===== config.mk =====
export PLATFORM = sky130hd
export DESIGN_NAME = seq_detect_sched
export DESIGN_NICKNAME = d
export VERILOG_FILES = /design/src/rtl/seq_detect_sched.sv
export SDC_FILE = /design/constraint.sdc
export NUM_CORES = 1
export LEC_CHECK = 0
export ABC_AREA = 1
export CAP_MARGIN = 10
export CORE_ASPECT_RATIO = 0.75
export CORE_MARGIN = 3
export CORE_UTILIZATION = 56
export DETAILED_ROUTE_END_ITERATION = 12
export PLACE_DENSITY = 0.86
export REMOVE_ABC_BUFFERS = 1
export SYNTH_ARGS = -nofsm -noshare
export SYNTH_HDL_FRONTEND = slang
export SYNTH_SLANG_ARGS = --single-unit

===== constraint.sdc =====
create_clock -name clk -period 3.3 [get_ports clk]
set_input_delay 0.825 -clock clk [delete_from_list [all_inputs] [get_ports clk]]
set_output_delay 0.825 -clock clk [all_outputs]
set_load 0.1 [all_outputs]

===== src/rtl/seq_detect_sched.sv =====
// Round-robin scheduler sharing one sequence detector among N_REQ serial-frame requesters.
// Optional abort path (abort / done_abort ports) is built when SEQ_SCHED_ABORT_EN is defined.
module seq_detect_sched #(
    parameter int N_REQ     = 4,
    parameter int LEN_W     = 8,
    parameter int DRAIN_CYC = 2
) (
    input  logic                     clk,
    input  logic                     rst,
    input  logic [N_REQ-1:0]         req,
    input  logic [N_REQ*LEN_W-1:0]   req_len,
    input  logic [N_REQ-1:0]         req_bit,
    output logic [N_REQ-1:0]         gnt,
    output logic                     det_rst_n,
    output logic                     det_data,
    output logic                     det_data_valid,
    input  logic                     det_match,
`ifdef SEQ_SCHED_ABORT_EN
    input  logic                     abort,
    output logic                     done_abort,
`endif
    output logic                     done,
    output logic [$clog2(N_REQ)-1:0] done_id,
    output logic [LEN_W-1:0]         done_cnt
);
    localparam int IDW = $clog2(N_REQ);
    localparam int DW  = $clog2(DRAIN_CYC + 1);

    typedef enum logic [2:0] {S_IDLE, S_CLEAR, S_SEND, S_DRAIN, S_REPORT} state_t;

    state_t           r_state;
    logic [IDW-1:0]   r_id;
    logic [IDW-1:0]   r_rr_ptr;
    logic [LEN_W-1:0] r_len;
    logic [LEN_W-1:0] r_bit_cnt;
    logic [DW-1:0]    r_drn_cnt;
    logic [LEN_W-1:0] r_cnt;
    logic             r_det_rst_n;
    logic             r_done;
    logic [IDW-1:0]   r_done_id;
    logic [LEN_W-1:0] r_done_cnt;
    logic             r_done_abort;

    logic             w_found;
    logic [IDW-1:0]   w_sel;
    logic [LEN_W-1:0] w_sel_len;
    int               w_j;
    logic             w_counting;
    logic [LEN_W-1:0] w_cnt_nxt;
    logic             w_abort;
    logic             w_go_report;

`ifdef SEQ_SCHED_ABORT_EN
    assign w_abort    = abort;
    assign done_abort = r_done_abort;
`else
    assign w_abort    = 1'b0;
`endif

    // First requester at or above rr_ptr, wrapping around.
    always_comb begin
        w_found = 1'b0;
        w_sel   = '0;
        w_j     = 0;
        for (int k = 0; k < N_REQ; k++) begin
            w_j = int'(r_rr_ptr) + k;
            if (w_j >= N_REQ) w_j = w_j - N_REQ;
            if (!w_found && req[w_j[IDW-1:0]]) begin
                w_found = 1'b1;
                w_sel   = w_j[IDW-1:0];
            end
        end
    end

    assign w_sel_len  = req_len[int'(w_sel)*LEN_W +: LEN_W];
    assign w_counting = (r_state == S_SEND) || (r_state == S_DRAIN);
    assign w_cnt_nxt  = (w_counting && det_match && (r_cnt != {LEN_W{1'b1}})) ?
                        r_cnt + LEN_W'(1) : r_cnt;

    always_comb begin
        w_go_report = 1'b0;
        case (r_state)
            S_IDLE:  w_go_report = w_found && (w_sel_len == '0);
            S_SEND:  w_go_report = w_abort;
            S_DRAIN: w_go_report = w_abort || (r_drn_cnt == DW'(DRAIN_CYC - 1));
            default: w_go_report = 1'b0;
        endcase
    end

    always_ff @(posedge clk) begin
        if (rst) begin
            r_state      <= S_IDLE;
            r_id         <= '0;
            r_rr_ptr     <= '0;
            r_len        <= '0;
            r_bit_cnt    <= '0;
            r_drn_cnt    <= '0;
            r_cnt        <= '0;
            r_det_rst_n  <= 1'b0;
            r_done       <= 1'b0;
            r_done_id    <= '0;
            r_done_cnt   <= '0;
            r_done_abort <= 1'b0;
        end else begin
            r_done <= 1'b0;
            case (r_state)
                S_IDLE: begin
                    r_det_rst_n <= 1'b1;
                    if (w_found) begin
                        r_id  <= w_sel;
                        r_len <= w_sel_len;
                        r_cnt <= '0;
                        if (w_sel_len == '0) begin
                            r_state <= S_REPORT;
                        end else begin
                            r_state     <= S_CLEAR;
                            r_det_rst_n <= 1'b0;
                        end
                    end
                end
                S_CLEAR: begin
                    r_det_rst_n <= 1'b1;
                    r_bit_cnt   <= '0;
                    r_state     <= S_SEND;
                end
                S_SEND: begin
                    r_cnt <= w_cnt_nxt;
                    if (w_abort) begin
                        r_state <= S_REPORT;
                    end else if (r_bit_cnt == r_len - LEN_W'(1)) begin
                        r_drn_cnt <= '0;
                        r_state   <= S_DRAIN;
                    end else begin
                        r_bit_cnt <= r_bit_cnt + LEN_W'(1);
                    end
                end
                S_DRAIN: begin
                    r_cnt <= w_cnt_nxt;
                    if (w_go_report) r_state   <= S_REPORT;
                    else             r_drn_cnt <= r_drn_cnt + DW'(1);
                end
                S_REPORT: begin
                    r_rr_ptr <= (r_id == IDW'(N_REQ - 1)) ? '0 : r_id + IDW'(1);
                    r_state  <= S_IDLE;
                end
                default: r_state <= S_IDLE;
            endcase

            // Result registers load on entry to REPORT so done and its payload align.
            if (w_go_report) begin
                r_done       <= 1'b1;
                r_done_id    <= (r_state == S_IDLE) ? w_sel : r_id;
                r_done_cnt   <= (r_state == S_IDLE) ? '0 : w_cnt_nxt;
                r_done_abort <= w_abort && (r_state != S_IDLE);
            end
        end
    end

    always_comb begin
        gnt            = '0;
        det_data       = 1'b0;
        det_data_valid = 1'b0;
        if (r_state == S_SEND) begin
            gnt[r_id]      = 1'b1;
            det_data       = req_bit[r_id];
            det_data_valid = 1'b1;
        end
    end

    assign det_rst_n = r_det_rst_n;
    assign done      = r_done;
    assign done_id   = r_done_id;
    assign done_cnt  = r_done_cnt;

endmodule


==> results of run 1 <==
## area by class of cell
class | instances | area [µm²]
tap | 72 | 90.09
clock inverter | 1 | 30.03
multi-input combinational | 351 | 1876
inverter | 49 | 183.9
sequential | 45 | 900.9
clock buffer | 7 | 86.33
fill | 406 | 1170
timing repair buffer | 71 | 700.7
## state kept, by name (all words and copies together) (netlist names)
name       count
r_cnt          8
done           1
det_rst_n      1
r_len          8
r_id           2
r_rr_ptr       2
done_id        2
r_bit_cnt      8
r_state        3
r_drn_cnt      2
done_cnt       8
## power by group through the flow
stage | Combinational, W | Sequential, W | Clock (W)
2_1_floorplan | 0.000767 | 0.000772 | 0
3_3_place_gp | 0.00112 | 0.000739 | 0
3_5_place_dp | 0.00116 | 0.000742 | 0
4_1_cts | 0.00116 | 0.000730 | 0.000437
5_1_grt | 0.00131 | 0.000746 | 0.000456
6_report | 0.00119 | 0.000733 | 0.000438
## worst paths after layout
path	to	slack, ns	depth (start not counted)
max	done_id[1]	0.21	17
min	r_bit_cnt[5]	0.48	2
max reg2reg	done_id[1]	0.41	17
min reg2reg	r_bit_cnt[5]	0.48	2
## metal layers
metal / wire length, µm / part of all wire (%) / GRT usage, %
met5: 0 / 0 / 0
met4: 134 / 1.7 / 7.980
met3: 609 / 7.6 / 5.423
met2: 3617 / 45 / 38.95
met1: 3700 / 46 / 34.77
## cells in the mapped netlist, drive strengths merged
library cell / n
clkbuf: 7
nor3: 8
a31oi: 1
nor3b: 1
nor4: 1
nor2: 51
and3: 1
ha: 8
buf: 7
and2: 2
nand4: 14
a211oi: 3
or2: 7
o21ai: 12
nand2: 121
inv: 49
o211ai: 8
dfxtp: 45
xnor2: 5
xor2: 16
a21oi: 29
nand3: 62
## layout by cell type (no fill, tap or decap)
cell type        netlist  layout
a21oi_1               27      26
inv_2                  3       3
nor3_1                 8       8
clkdlybuf4s50_1        0      42
bufinv_16              0       1
o211ai_1               8       8
nor2_1                47      47
nand3_2                3       4
o21ai_1                1       1
clkbuf_8               0       6
or2_2                  7       7
nor3b_1                1       1
buf_12                 0       5
a21oi_2                2       3
o21ai_0               11      11
buf_4                  0      24
a31oi_1                1       1
ha_1                   8       8
nor2_2                 1       1
xnor2_1                5       5
nor4_1                 1       1
nand3_4                1       1
nand2_8                0       1
nand2_4                4       4
dfxtp_1               45      45
nand2_2                8       7
and2_1                 2       2
xor2_1                16      16
and3_1                 1       1
nand3_1               58      58
clkbuf_1               7       1
nand4_1               14      14
inv_1                 46      46
nor2_4                 3       3
a211oi_1               3       3
nand2_1              109     109
## what timing repair did
action                     CTS  global route
setup endpoints to repair    0            10
resized for setup            0             3
buffers inserted             0             3
## per-stage QoR
stage | hold WS (ns) | TNS, ns
finish | 0.4836 | 0
global route | 0.5013 | -0.08307
CTS | 0.4853 | 0
detailed placement | 0.4713 | -0.5288
global placement | 0.4572 | 0
floorplan | 0.4410 | -7.633
## logic make-up (layout without fill, tap and decap cells)
kind of cell / count (synthesis) / in the layout / share of synthesized area [%]
adders and majority gates: 8 / 8 / 3.324
AOI/OAI and AO/OA: 53 / 53 / 10.01
buffers and inverters: 63 / 128 / 8.724
and+or+nand+nor: 268 / 269 / 41.92
xor gates and xnor gates: 21 / 21 / 6.107
DFF: 45 / 45 / 29.91
## critical path: cells and delay by family
family                 cells  cell delay (ns)
buffers and inverters      2             0.50
AOI/OAI and AO/OA          1             0.23
and+or+nand+nor           14             1.71
==> results.yml, run 1 <==
status:
  outcome: "complete, no violations"
pwr:
  sw_frac_of_total_pct: 45.29
  seq_power_share_pct: 31.0
  power.density_nw_per_um2: 610.9
  leakagePower_nw: 1.721
  p_sw_w: 0.001070
  peakVddDrop_mv: 0.5191
  p_total_w: 0.002363
  p_clk_share_pct: 18.5
  p_int_w: 0.001293
  comb_power_share_pct: 50.5
detailed_routing:
  num_vias: 3267
  drc: 0
  postRouteAntennaNets: 0
  wirelength_um: 8061
  drtPass1Iterations: 4
  via_per_inst: 5.482
  drt_iter0_drc: 236
  drt-wirelength-per-cell_um: 13.53
setup_path:
  startpoint_type: "input port"
  critPathMaxStageDelay_ns: 0.42
  crit_type: "in -> reg"
  rr_startpoint: "r_rr_ptr[0]"
  worst_setup_path_end_kind: "flip-flop"
  cp-startpoint: "req[3]"
  worst-path-max-fanout: 18
  path_cells: "clkdlybuf4s50_1, inv_1, nand2_1, nand3_2, nand2_2, nor2_4, nand3_2, nand2_8, nand2_4, nand2_1, nand3_1, nand2_1, nand2_1, nor2_4, nand3_4, a21oi_1, nor2_1"
  cp_slowest_cell: "clkdlybuf4s50_1"
  worstPathRequired_ns: 3.49
  worstPathArrival_ns: 3.28
  cpMostUsedCell: "nand2_1"
yosys:
  synthCells: 458
  yosysTopAreaCell: "dfxtp_1"
  ys_ff_latch: 45
  synth.distinct_cells: 33
  synth_top_cell_area_share_pct: 29.91
  syn_area_um2: 3012
  synth_top_cells_by_area: "dfxtp_1 30%, nand2_1 14%, nand3_1 9.6%"
  yosysSeqAreaShare_pct: 29.91
  syn_avg_cell_area_um2: 6.576
  ys_warn_count: 0
placed_design:
  port_buffers: 60
  gp_congestion: 0.8675
  dp_hpwl_um: 5838
  pre_cts_slack_ns: -0.1016
  placed_area_um2: 3701
  dp.cells: 584
min_path:
  min_from: "r_bit_cnt[5]"
  min_path_type: "reg -> reg"
timing:
  finalCriticalPeriod_ns: 3.092
  tightest_slew_ns: 0.6937
  maxSlewHeadroom_pct: 53.64
  skew_ns: 0.01151
  slew_violations: 0
  setup-violations-final: 0
  fin_crit_sh_pct: 93.69
  fin_ws_ns: 0.2081
  max_freq_mhz: 323.4
  finalHoldViolCount: 0
finish:
  fin_nets: 574
  final_cells: 596
  layout-drive-gt1-share_pct: 13.36
  postLayoutCellArea_um2: 3867
  n_antenna_cell: 0
  utilization_pct: 76.78
  area_growth_syn_to_layout_pct: 28.42
global_route:
  antenna_found_initial: 0
  grt_pass1_wl_um: 13330
  grt_usage_pct: 25.09
  gr-total-overflow: 0
  grt_pass1_vias: 2983
  grt_start_max_net_pins: 23
clock_tree:
  htree_levels: 2
  clk_pin_slew_ns: 0.09
  cts_tree: "yes"
  clk_latency_ns: 0.31
  ctsRootBufferMaster: "clkbuf_8"
  clkSinkCount: 45
  clockBufferDepth: 2
  cts_buffers: 5
  hold_buffers: 0
die:
  fp-row-count: 22
  die_w_um: 90.68
  die_h_um: 69.51
  core_um2: 5037
  dieArea_um2: 6303
  ios: 61
  start_util_pct: 59.79
flow_run:
  cap_violations: 0
(Power assumes the default switching activity.)
==> run 2: changes to the inputs <==
- ABC_AREA: 1 -> 0
- CORE_UTILIZATION: 56 -> 54
- PLACE_DENSITY: 0.86 -> 0.85
==> run 2 against run 1 <==
  * Area after synthesis decreased by 11%
  * Global-route usage decreased by 2.3 points
  * Worst hold slack got worse by 0.020 ns
  * Critical path depth decreased by 13
  * Via count decreased by 26%
  * Routed wire length decreased by 22%
  * Largest power group is now sequential cells
  * Highest routed layer unchanged
==> results.yml, run 2 <==
status:
  outcome: "complete, no violations"
die:
  fp-row-count: 21
  start_util_pct: 58.06
  core_um2: 4624
  die_w_um: 87.43
  die_h_um: 67.07
  ios: 61
  dieArea_um2: 5863
setup_path:
  worstPathArrival_ns: 2.14
  crit_type: "reg -> out"
  worstPathRequired_ns: 2.47
  startpoint_type: "flip-flop"
  worst_setup_path_end_kind: "output pin"
  cp-startpoint: "r_state[1]"
  worst-path-max-fanout: 13
  rr_startpoint: "r_len[0]"
flow_run:
  cap_violations: 0
placed_design:
  gp_congestion: 0.8289
  port_buffers: 60
  dp_hpwl_um: 4887
yosys:
  synth_compound_area_share_pct: 15.38
  synth_xor_area_share_pct: 8.434
  async_flop_share_pct: 0
  synth_top_cells_by_area: "dfxtp_1 34%, mux2i_1 8.9%, nor2_1 6.7%"
  synth-edff-count: 0
  syn_area_um2: 2685
  syn_avg_cell_area_um2: 8.634
  synth_top_cell_area_share_pct: 33.55
  ys_ff_latch: 45
  synthCells: 311
  yosys.area_share.simple_pct: 21.34
  synthMuxAreaShare_pct: 13.14
  synth.distinct_cells: 48
  synth_fa_ha_area_share_pct: 3.728
  ys_top_cells_by_count: "48 x nor2_1, 45 x dfxtp_1, 24 x mux2i_1"
  ys_warn_count: 0
  yosysMostFrequentCell: "nor2_1"
  yosysSeqAreaShare_pct: 33.55
  synth_top_flop_cell: "dfxtp_1"
  yosysTopAreaCell: "dfxtp_1"
  synth_top_family_by_area: "simple AND/OR/NAND/NOR gates"
finish:
  utilization_pct: 75.49
  final_cell_mix: "48 x nor2_1, 45 x dfxtp_1, 42 x clkdlybuf4s50_1"
  final_common_cell: "nor2_1"
  n_antenna_cell: 0
  fin_nets: 424
  area_growth_syn_to_layout_pct: 30.01
  layout-drive-gt1-share_pct: 13.90
  fill_cells: 344
detailed_routing:
  drt-wirelength-per-cell_um: 14.55
  drt_iter0_drc: 104
  via_per_inst: 5.589
  postRouteAntennaNets: 0
  wirelength_um: 6270
  drc: 0
  num_vias: 2409
  drtPass1Iterations: 4
timing:
  finalHoldViolCount: 0
  setup_tns_ns: 0
  slew_violations: 0
  fin_crit_sh_pct: 89.98
  skew_ns: 0.004689
  maxSlewHeadroom_pct: 59.66
  max_freq_mhz: 336.8
  setup-violations-final: 0
  finalCriticalPeriod_ns: 2.969
  tightest_slew_ns: 0.6028
  holdWs_ns: 0.4639
  rsz0062_at_grt: "no"
clock_tree:
  hold_buffers: 0
  clkSinkCount: 45
  clk_latency_ns: 0.30
  cts_setup_buffers: 0
  clockBufferDepth: 2
  ctsRootBufferMaster: "clkbuf_8"
  cts_tree: "yes"
  cts-resized-gates: 0
  htree_levels: 2
  clk_pin_slew_ns: 0.08
  cts_buffers: 5
global_route:
  grt_pass1_vias: 2329
  gr-total-overflow: 0
  antenna_found_initial: 0
  grt_util_met2_pct: 37.69
  grt_start_max_net_pins: 25
  grt_use_met1_pct: 29.64
  grt_pass1_wl_um: 10550
  use_met3_pct: 4.944
  grt_usage_pct: 22.77
  grt.busiest_layer: "met2"
pwr:
  power.density_nw_per_um2: 393.1
  peakVddDrop_mv: 0.2530
  leakagePower_nw: 1.408
min_path:
  min_path_type: "reg -> reg"
  min_from: "r_drn_cnt[1]"
-- run 2: worst max-delay path: stages (launching register included) --
cell and delay, ns:
dfxtp_1 0.51, nand2b_1 0.32, nor2_1 0.56, and2_1 0.27
buf_12 0.18
-- run 2: power breakdown --
group,internal (W),switching (W)
logic,0.000184,0.000228
clock network,0.000170,0.000192
registers,0.000565,0.0000339
total,0.000919,0.000453
-- run 2: kinds of logic (layout without fill, tap and decap cells) --
family,count (synthesis),in the layout
xor+xnor,25,25
simple gates,113,113
mux,33,33
buf+inv,28,91
flops,45,45
fa+ha+maj,8,8
compound gates,59,59
-- run 2: area by class of cell --
| type | instances | area [µm²] | area share (%) |
|---|---|---|---|
| Tap cell | 57 | 71.32 | 2.043 |
| Multi-Input combinational cell | 238 | 1672 | 47.89 |
| Clock buffer | 6 | 82.58 | 2.366 |
| Clock inverter | 2 | 13.76 | 0.3943 |
| Sequential cell | 45 | 900.9 | 25.81 |
| Timing Repair Buffer | 69 | 698.2 | 20.00 |
| Inverter | 14 | 52.55 | 1.505 |
-- run 2: path summary, 6_finish.rpt --
kind             endpoint  slack (ns)  cells past startpoint
min          r_drn_cnt[1]        0.46                      2
max                gnt[1]        0.33                      4
min reg2reg  r_drn_cnt[1]        0.46                      2
max reg2reg  r_drn_cnt[1]        0.85                      9
-- run 2: routing by layer --
metal	part of all wire, %	routed length (µm)	vias up
li1	-	-	1231
met1	45	2845	1106
met2	47	2955	66
met3	6.6	414	6
met4	0.86	54	0
met5	0	0	-
-- run 2: through the flow --
step           total power (W)  std cells  worst slack, ns  instance area (µm²)
3_3_place_gp          0.001010        423           0.1138                 3395
3_5_place_dp          0.001022        423          0.02077                 3395
2_1_floorplan        0.0008758        297          -0.5653                 2619
5_1_grt               0.001439        431           0.1390                 3491
4_1_cts               0.001378        431           0.3165                 3491
6_report              0.001372        431           0.3305                 3491
